### src/rtl/snake_sequencer.sv
// ----------------------------------------------------------------------------
// snake_sequencer
//   Generates game ticks for the snake core, converts button presses into a
//   two-entry direction queue, and runs a request/acknowledge handshake that
//   asks the core to move the snake one cell per tick.
//
// Ports
//   Clk        in   clock, rising edge
//   Reset      in   asynchronous, active-high reset
//   Clear      in   synchronous restart request from the game FSM
//   Run        in   level, high while game ticks should be generated
//   Period     in   [PERIOD_W-1:0] Clk cycles per tick (0 behaves as 1)
//   Left/Right/Up/Down  in  debounced button levels
//   StepAck    in   one-cycle acknowledge of a step from the core
//   StepReq    out  step request, high for the whole handshake
//   Dir        out  [1:0] move direction: LEFT=00 RIGHT=01 UP=10 DOWN=11
//   QueueCount out  [1:0] number of queued directions (0..2)
//   Overrun    out  sticky: a tick expired while a step was unacknowledged
//   StepCount  out  [15:0] acknowledged steps, wrapping
// ----------------------------------------------------------------------------
module snake_sequencer #(
    parameter int PERIOD_W = 24,
    parameter int QDEPTH   = 2      // only a depth of 2 is supported
) (
    input  logic                Clk,
    input  logic                Reset,
    input  logic                Clear,
    input  logic                Run,
    input  logic [PERIOD_W-1:0] Period,
    input  logic                Left,
    input  logic                Right,
    input  logic                Up,
    input  logic                Down,
    input  logic                StepAck,
    output logic                StepReq,
    output logic [1:0]          Dir,
    output logic [1:0]          QueueCount,
    output logic                Overrun,
    output logic [15:0]         StepCount
);

    localparam logic [1:0] ST_IDLE = 2'd0;
    localparam logic [1:0] ST_WAIT = 2'd1;
    localparam logic [1:0] ST_REQ  = 2'd2;

    localparam logic [1:0] DIR_LEFT  = 2'b00;
    localparam logic [1:0] DIR_RIGHT = 2'b01;
    localparam logic [1:0] DIR_UP    = 2'b10;
    localparam logic [1:0] DIR_DOWN  = 2'b11;

    localparam logic [PERIOD_W-1:0] LP_ONE  = PERIOD_W'(1);
    localparam logic [1:0]          LP_FULL = 2'(QDEPTH);

    logic [1:0]          r_state;
    logic [PERIOD_W-1:0] r_cnt;
    logic [3:0]          r_btn_prev;
    logic [1:0]          r_q0;          // queue head
    logic [1:0]          r_q1;
    logic [1:0]          r_qcnt;
    logic [1:0]          r_dir;
    logic                r_overrun;
    logic [15:0]         r_steps;

    logic [3:0]          w_btn;
    logic [3:0]          w_rise;
    logic                w_press_vld;
    logic [1:0]          w_press_dir;
    logic [PERIOD_W-1:0] w_last;
    logic                w_cnt_hit;
    logic                w_tick_pop;
    logic [1:0]          w_ref;
    logic                w_full;
    logic                w_accept;
    logic [1:0]          w_q0_n;
    logic [1:0]          w_q1_n;
    logic [1:0]          w_qcnt_n;

    // Bit index equals the direction code, so the priority pick below is
    // simply the lowest set rising-edge bit.
    assign w_btn       = {Down, Up, Right, Left};
    assign w_rise      = w_btn & ~r_btn_prev;
    assign w_press_vld = |w_rise;

    always_comb begin
        w_press_dir = DIR_DOWN;
        if (w_rise[0])
            w_press_dir = DIR_LEFT;
        else if (w_rise[1])
            w_press_dir = DIR_RIGHT;
        else if (w_rise[2])
            w_press_dir = DIR_UP;
    end

    assign w_last     = (Period == '0) ? '0 : (Period - LP_ONE);
    assign w_cnt_hit  = (r_cnt == w_last);
    assign w_tick_pop = (r_state == ST_WAIT) && Run && w_cnt_hit && (r_qcnt != 2'd0);

    assign w_ref  = (r_qcnt == 2'd0) ? r_dir :
                    (r_qcnt == 2'd1) ? r_q0  : r_q1;
    assign w_full = (r_qcnt == LP_FULL);

    // A press matching bit 1 of the reference is either the same direction
    // or its reverse; both are dropped, so only the axis bit matters.
    assign w_accept = w_press_vld && (w_press_dir[1] != w_ref[1]) &&
                      (!w_full || w_tick_pop);

    // Pop first, then append to whatever remains, so a same-cycle pop and
    // push leave the count unchanged.
    always_comb begin
        w_q0_n   = r_q0;
        w_q1_n   = r_q1;
        w_qcnt_n = r_qcnt;
        if (w_tick_pop) begin
            w_q0_n   = r_q1;
            w_qcnt_n = r_qcnt - 2'd1;
        end
        if (w_accept) begin
            if (w_qcnt_n == 2'd0)
                w_q0_n = w_press_dir;
            else
                w_q1_n = w_press_dir;
            w_qcnt_n = w_qcnt_n + 2'd1;
        end
    end

    always_ff @(posedge Clk or posedge Reset) begin
        if (Reset) begin
            r_state    <= ST_IDLE;
            r_cnt      <= '0;
            r_btn_prev <= '0;
            r_q0       <= DIR_LEFT;
            r_q1       <= DIR_LEFT;
            r_qcnt     <= 2'd0;
            r_dir      <= DIR_RIGHT;
            r_overrun  <= 1'b0;
            r_steps    <= '0;
        end else begin
            r_btn_prev <= w_btn;
            if (Clear) begin
                r_state   <= ST_IDLE;
                r_cnt     <= '0;
                r_q0      <= DIR_LEFT;
                r_q1      <= DIR_LEFT;
                r_qcnt    <= 2'd0;
                r_dir     <= DIR_RIGHT;
                r_overrun <= 1'b0;
                r_steps   <= '0;
            end else begin
                r_q0   <= w_q0_n;
                r_q1   <= w_q1_n;
                r_qcnt <= w_qcnt_n;
                if (w_tick_pop)
                    r_dir <= r_q0;

                case (r_state)
                    ST_IDLE: begin
                        r_cnt <= '0;
                        if (Run)
                            r_state <= ST_WAIT;
                    end
                    ST_WAIT: begin
                        if (!Run) begin
                            r_state <= ST_IDLE;
                            r_cnt   <= '0;
                        end else if (w_cnt_hit) begin
                            r_state <= ST_REQ;
                            r_cnt   <= '0;
                        end else begin
                            r_cnt <= r_cnt + LP_ONE;
                        end
                    end
                    ST_REQ: begin
                        // The tick counter keeps running through the
                        // handshake so tick spacing does not depend on how
                        // fast the core acknowledges.
                        if (StepAck) begin
                            r_steps <= r_steps + 16'd1;
                            if (Run) begin
                                r_state <= ST_WAIT;
                                r_cnt   <= w_cnt_hit ? '0 : (r_cnt + LP_ONE);
                            end else begin
                                r_state <= ST_IDLE;
                                r_cnt   <= '0;
                            end
                        end else if (w_cnt_hit) begin
                            r_overrun <= 1'b1;
                            r_cnt     <= '0;
                        end else begin
                            r_cnt <= r_cnt + LP_ONE;
                        end
                    end
                    default: begin
                        r_state <= ST_IDLE;
                        r_cnt   <= '0;
                    end
                endcase
            end
        end
    end

    assign StepReq    = (r_state == ST_REQ);
    assign Dir        = r_dir;
    assign QueueCount = r_qcnt;
    assign Overrun    = r_overrun;
    assign StepCount  = r_steps;

endmodule

### config.mk
export PLATFORM = sky130hd
export DESIGN_NAME = snake_sequencer
export DESIGN_NICKNAME = d
export VERILOG_FILES = /design/src/rtl/snake_sequencer.sv
export SDC_FILE = /design/constraint.sdc
export NUM_CORES = 1
export LEC_CHECK = 0
export BUFFER_PORTS_ARGS = -buffer_cell sky130_fd_sc_hd__buf_4
export CAP_MARGIN = 5
export CELL_PAD_IN_SITES_DETAIL_PLACEMENT = 0
export CELL_PAD_IN_SITES_GLOBAL_PLACEMENT = 2
export CORE_MARGIN = 2
export CORE_UTILIZATION = 38
export DETAILED_ROUTE_END_ITERATION = 6
export GPL_ROUTABILITY_DRIVEN = 0
export PLACE_DENSITY = 0.92
export SETUP_SLACK_MARGIN = 0.3
export SYNTH_ARGS = -nofsm -noshare
export SYNTH_HDL_FRONTEND = slang
export SYNTH_SLANG_ARGS = --single-unit
### constraint.sdc
create_clock -name Clk -period 6.15 [get_ports Clk]
set_input_delay 1.23 -clock Clk [delete_from_list [all_inputs] [get_ports Clk]]
set_output_delay 1.23 -clock Clk [all_outputs]
set_load 0.05 [all_outputs]
==> flow_metrics.env, run 1 <==
export IMPL_cts_tree="yes"
export IMPL_wl_um=10200
export IMPL_finClkSkew_ps=7.91
export IMPL_finalSetupViolCount=0
export IMPL_power_density_mw_per_mm2=164
export IMPL_post_cts_buffers=0
export IMPL_die_area_mm2=0.0116
export IMPL_grt_pass1_vias=3423
export IMPL_wl_per_cell_um=15.5
export IMPL_hold_class="flop to flop"
export IMPL_syn_inst=475
export IMPL_max_freq_mhz=201
export IMPL_peakVddDrop_mv=0.0952
export IMPL_max_cap_viol_count=0
export IMPL_netlist_area_mm2=0.00409
export IMPL_final_common_cell="nor2_1"
export IMPL_first_pass_iters=4
export IMPL_yosys_area_share_simple_pct=31.3
export IMPL_routed_via_density=5.54
export IMPL_relSlewSlack_pct=47.7
export IMPL_synth_avg_cell_area_um2=8.61
export IMPL_synth_adder_area_share_pct=3.36
export IMPL_yosys_warnings=0
export IMPL_cts_buffers=5
export IMPL_synth_nets=519
export IMPL_critPathRequiredTime_ps=6370
export IMPL_synthMuxAreaShare_pct=1.50
export IMPL_dieHeight_um=108
export IMPL_ys_seq_elements=55
export IMPL_status="finished clean"
export IMPL_overflow=0
export IMPL_grt_met2_usage_pct=29.5
export IMPL_fin_hold_ws_ps=558
export IMPL_drt_iter0_markers=168
export IMPL_synth_compound_area_share_pct=12.8
export IMPL_port_buffers=54
export IMPL_dp_hpwl_um=7810
export IMPL_hold_violations=0
export IMPL_synth_edf_count=0
export IMPL_drtAntennaViolNets=0
export IMPL_critPathCaptureType="flop"
export IMPL_synth_xor_area_share_pct=13.1
export IMPL_slew_violations=0
export IMPL_ys_flop_type="dfrtp_1"
export IMPL_grt_pass1_wl_um=16900
export IMPL_layout_common_cells="63 x nor2_1, 59 x buf_4, 54 x dfrtp_1"
export IMPL_critical_path_class="input port to flop"
export IMPL_ys_async_sr_fraction_pct=100
export IMPL_grt_max_degree=56
export IMPL_tightest_slew_ps=778
export IMPL_coreArea_mm2=0.0104
export IMPL_cts_path_max_buffers=2
export IMPL_ctsResizeCount=0
export IMPL_grt_usage_pct=18.0
export IMPL_clk_pin_slew_worst_paths_ps=100
export IMPL_nets=566
export IMPL_areaGrowthSynthToFinish_pct=15.7
export IMPL_clock_root_buffer="clkbuf_8"
export IMPL_busiest_layer="met2"
export IMPL_worstPathArrival_ps=5190
export IMPL_rows=37
export IMPL_htreeDepth=2
export IMPL_start_util_pct=39.5
export IMPL_drcViolationCount=0
export IMPL_grt_setup_unrepaired="no"
export IMPL_cts_hold_buffers_added=0
export IMPL_synth_top_family_by_area="simple AND/OR/NAND/NOR gates"
export IMPL_io_pins=55
export IMPL_worst_setup_path_start_kind="input port"
export IMPL_met3_usage_pct=2.36
export IMPL_vias=3648
export IMPL_ys_seq_area_share_pct=33.7
export IMPL_period_needed_ps=4980
export IMPL_n_antenna_cell=0
export IMPL_p_leak_nw=1.94
export IMPL_critical_path_peak_fanout=10
export IMPL_setup_tns_ps=0
export IMPL_clkLatencyLatePin_ps=310
export IMPL_groute_layer_met1_usage_pct=25.0
export IMPL_layout_drive_gt1_share_pct=16.1
export IMPL_fp_dieW_um=108
export IMPL_fin_crit_sh_pct=80.9
export IMPL_clkSinkCount=55
export IMPL_antenna_found_initial=0
export IMPL_synthDistinctLibCells=63
==> area by class of cell <==
cell class | count | area [µm²]
clock inverter | 3 | 67.6
fill | 1046 | 5640
sequential | 55 | 1380
inverter | 17 | 63.8
timing repair buffer | 59 | 443
tap | 136 | 170
multi-input combinational | 384 | 2540
clock buffer | 5 | 68.8
==> logic make-up after synthesis <==
| logic type | count (synthesis) |
|---|---|
| simple gates | 231 |
| compound gates | 75 |
| xor+xnor | 61 |
| flops | 55 |
| buf+inv | 36 |
| fa+ha+maj | 11 |
| mux | 6 |
==> Yosys cell counts (14+ instances only) <==
master / number / share of area [%]
nand3_1: 24 / 2.9
dfrtp_1: 54 / 33
inv_1: 17 / 1.6
o21ai_0: 17 / 2.1
nand4_1: 17 / 2.6
xnor2_1: 28 / 6.0
nor2_1: 63 / 5.8
or3_1: 14 / 2.1
nand2_1: 25 / 2.3
xor2_1: 33 / 7.1
nor3_1: 14 / 1.7
==> worst max-delay path: stages <==
cell	delay, ps
buf_4	150
or4_4	550
or3_1	520
or4_4	640
a211oi_2	200
o21ai_1	100
nor4_2	310
and4b_1	410
nand2_1	160
a21oi_1	220
ha_1	320
a221oi_1	130
a311oi_1	270
==> sequential cells by signal, summed over array words and instances, names as in the netlist <==
name / cells
r_cnt: 24
StepCount: 16
r_btn_prev: 4
Dir: 2
QueueCount: 2
r_q0: 2
r_q1: 2
r_state: 2
Overrun: 1
==> worst paths after layout <==
kind	from	to	slack, ps	depth (start not counted)
worst max register to register	r_cnt[4]	r_q1[0]	2850	12
worst min register to register	StepCount[15]	StepCount[15]	560	2
min in group asynchronous	Reset	StepCount[13]	1100	3
worst max-delay path	Period[6]	r_q0[0]	1170	13
max in group asynchronous	Reset	r_cnt[23]	4590	3
worst min-delay path	StepCount[15]	StepCount[15]	560	2
==> report_power, final <==
group	internal (mW)	switching [mW]	total [mW]	leakage (nW)
Sequential	0.367	0.00531	0.373	0.752
Clock	0.162	0.124	0.286	0.0644
Combinational	0.0482	0.0712	0.119	1.13
==> metrics by stage <==
step | power [mW] | instance area (µm²) | setup slack (ps) | std cells | utilization [%]
after floorplan | 0.454 | 4090 | 1250 | 475 | -
after global placement | 0.498 | 4600 | 1020 | 651 | 44.3
after detailed placement | 0.500 | 4600 | 862 | 651 | 44.3
after CTS | 0.787 | 4730 | 1190 | 659 | 45.6
after global routing | 0.817 | 4730 | 915 | 659 | 45.6
final | 0.778 | 4730 | 1170 | 659 | 45.6
==> layer usage <==
layer  wire length, µm  vias to the layer above
li1                  -                     1806
met1              4930                     1763
met2              4830                       66
met3               306                       13
met4               161                        0
met5                 0                        -
Note: power is estimated with default switching activity, not from simulation.
==> inputs of run 2 (changes only) <==
CORE_UTILIZATION = 35   (was 38)
PLACE_DENSITY = 0.86   (was 0.92)
clock period = 4.9 ns   (was 6.15 ns; I/O delays follow)
==> run 2 against run 1 <==
Compared with the run above:
- combinational power rose by 30%
- die area rose by 8.2%
- flip-flop and latch count did not move
- sequential power rose by 25%
- critical endpoint is now r_q0[1]
- largest cell class unchanged
- highest routed layer unchanged
==> flow_metrics.env, run 2 (synthesized netlist as in run 1, its figures left out) <==
export IMPL_layout_drive_gt1_share_pct=18.0
export IMPL_areaGrowthSynthToFinish_pct=18.3
export IMPL_top_register="r_cnt"
export IMPL_critPathCaptureType="flop"
export IMPL_hold_violations=0
export IMPL_first_pass_iters=4
export IMPL_antenna_found_initial=0
export IMPL_layout_common_cells="68 x buf_4, 62 x nor2_1, 54 x dfrtp_1"
export IMPL_grt_setup_unrepaired="no"
export IMPL_drt_iter0_markers=188
export IMPL_fp_dieW_um=112
export IMPL_worst_setup_path_start_kind="input port"
export IMPL_port_buffers=54
export IMPL_min_path_cells=2
export IMPL_rows=39
export IMPL_final_util_pct=42.4
export IMPL_die_area_mm2=0.0126
export IMPL_reg2reg_to="r_q0[1]"
export IMPL_drcViolationCount=0
export IMPL_clkSinkCount=55
export IMPL_min_to="StepCount[15]"
export IMPL_period_needed_ps=4440
export IMPL_vias=3689
export IMPL_critical_path_class="input port to flop"
export IMPL_p_leak_nw=2.00
export IMPL_htreeDepth=2
export IMPL_hold_class="flop to flop"
export IMPL_cts_tree="yes"
export IMPL_clkLatencyLatePin_ps=290
export IMPL_power_density_mw_per_mm2=203
export IMPL_wl_um=10700
export IMPL_wl_per_cell_um=15.9
export IMPL_cts_path_max_buffers=2
export IMPL_critical_path_peak_fanout=10
export IMPL_setup_tns_ps=0
export IMPL_grt_max_degree=56
export IMPL_relSlewSlack_pct=52.7
export IMPL_tightest_slew_ps=710
export IMPL_worstPathArrival_ps=4630
export IMPL_peakVddDrop_mv=0.147
export IMPL_start_util_pct=35.8
export IMPL_dp_hpwl_um=8230
export IMPL_reg2regPathDepth=12
export IMPL_slew_violations=0
export IMPL_grt_pass1_vias=3719
export IMPL_dpl_cell_area_mm2=0.00468
export IMPL_routed_via_density=5.47
export IMPL_overflow=0
export IMPL_status="finished clean"
export IMPL_fin_crit_sh_pct=90.6
export IMPL_ff2ff_setup_slack_ps=1760
export IMPL_final_common_cell="buf_4"
export IMPL_dieHeight_um=112
export IMPL_max_cap_viol_count=0
export IMPL_min_from="StepCount[15]"
export IMPL_post_cts_buffers=0
export IMPL_nets=575
export IMPL_drtAntennaViolNets=0
export IMPL_grt_pass1_wl_um=18400
export IMPL_io_pins=55
export IMPL_grt_usage_pct=17.6
export IMPL_finClkSkew_ps=8.04
export IMPL_finalSetupViolCount=0
export IMPL_coreArea_mm2=0.0114
export IMPL_clock_root_buffer="clkbuf_16"
export IMPL_n_antenna_cell=0
export IMPL_max_freq_mhz=225
export IMPL_final_design_area_no_fill_mm2=0.00484
export IMPL_largest_register_ffs=24
export IMPL_finalPower_mw=0.983
export IMPL_clk_pin_slew_worst_paths_ps=70
export IMPL_r2r_start="r_cnt[4]"
export IMPL_cts_buffers=5
export IMPL_critPathRequiredTime_ps=5090
[run 2: cell count changes in the layout (fill, tap and decap cells not counted), sizes merged]
cell,before,now
buf,59,68
bufinv,2,0
clkbuf,5,7
clkinv,0,1
clkinvlp,1,0
[run 2: per-layer routing]
layer  vias up  share of wire (%)  track usage (%)
met5         -                  0                0
met1      1792                 46             24.8
met2        61                 49             29.0
met4         0                1.1             3.66
met3        12                4.1             2.54
li1       1824                  -                -
[run 2: report_power, final]
part           switching [mW]  internal, mW  total, mW
combinational          0.0918        0.0632      0.155
sequential            0.00679         0.461      0.468
clock                   0.157         0.203      0.360
total                   0.256         0.728      0.983
[run 2: timing repair]
item	in CTS	in global routing
endpoints found under the setup margin	0	4
hold buffers	0	0
resized for setup	0	3
endpoints found under the hold margin	0	0
[run 2: through the flow]
stage / hold slack, ps / std cells / setup slack, ps
2_1_floorplan: 502 / 475 / 339
3_3_place_gp: 523 / 667 / 239
3_5_place_dp: 533 / 667 / 89.3
4_1_cts: 554 / 675 / 378
5_1_grt: 591 / 675 / 303
6_report: 548 / 675 / 461
[run 2: area by class of cell]
cell class              instances  area (µm²)
inverters                      17        63.8
repair buffers                 68         510
multi-input cells             384        2560
clock buffers                   7         143
flip-flops and latches         55        1380
well taps                     143         179
clock inverters                 1        5.00
fillers                      1167        6580
[run 2: worst max path at each step]
stage                    from       to  slack (ps)
floorplan           Period[6]  r_q1[0]         340
global placement    Period[6]  r_q1[0]         240
detailed placement  Period[6]  r_q0[1]          90
CTS                 Period[6]  r_q0[1]         380
global route        Period[6]  r_q1[0]         300
finish              Period[6]  r_q0[1]         460
[run 2: critical path, stage by stage]
cell      delay, ps
buf_4           150
or4_4           550
or3_4           420
or4_4           620
or3_1           400
a32oi_4         270
and4_2          310
nand2_1          90
a21oi_1         220
ha_2            290
a221oi_1        100
a311oi_1        240
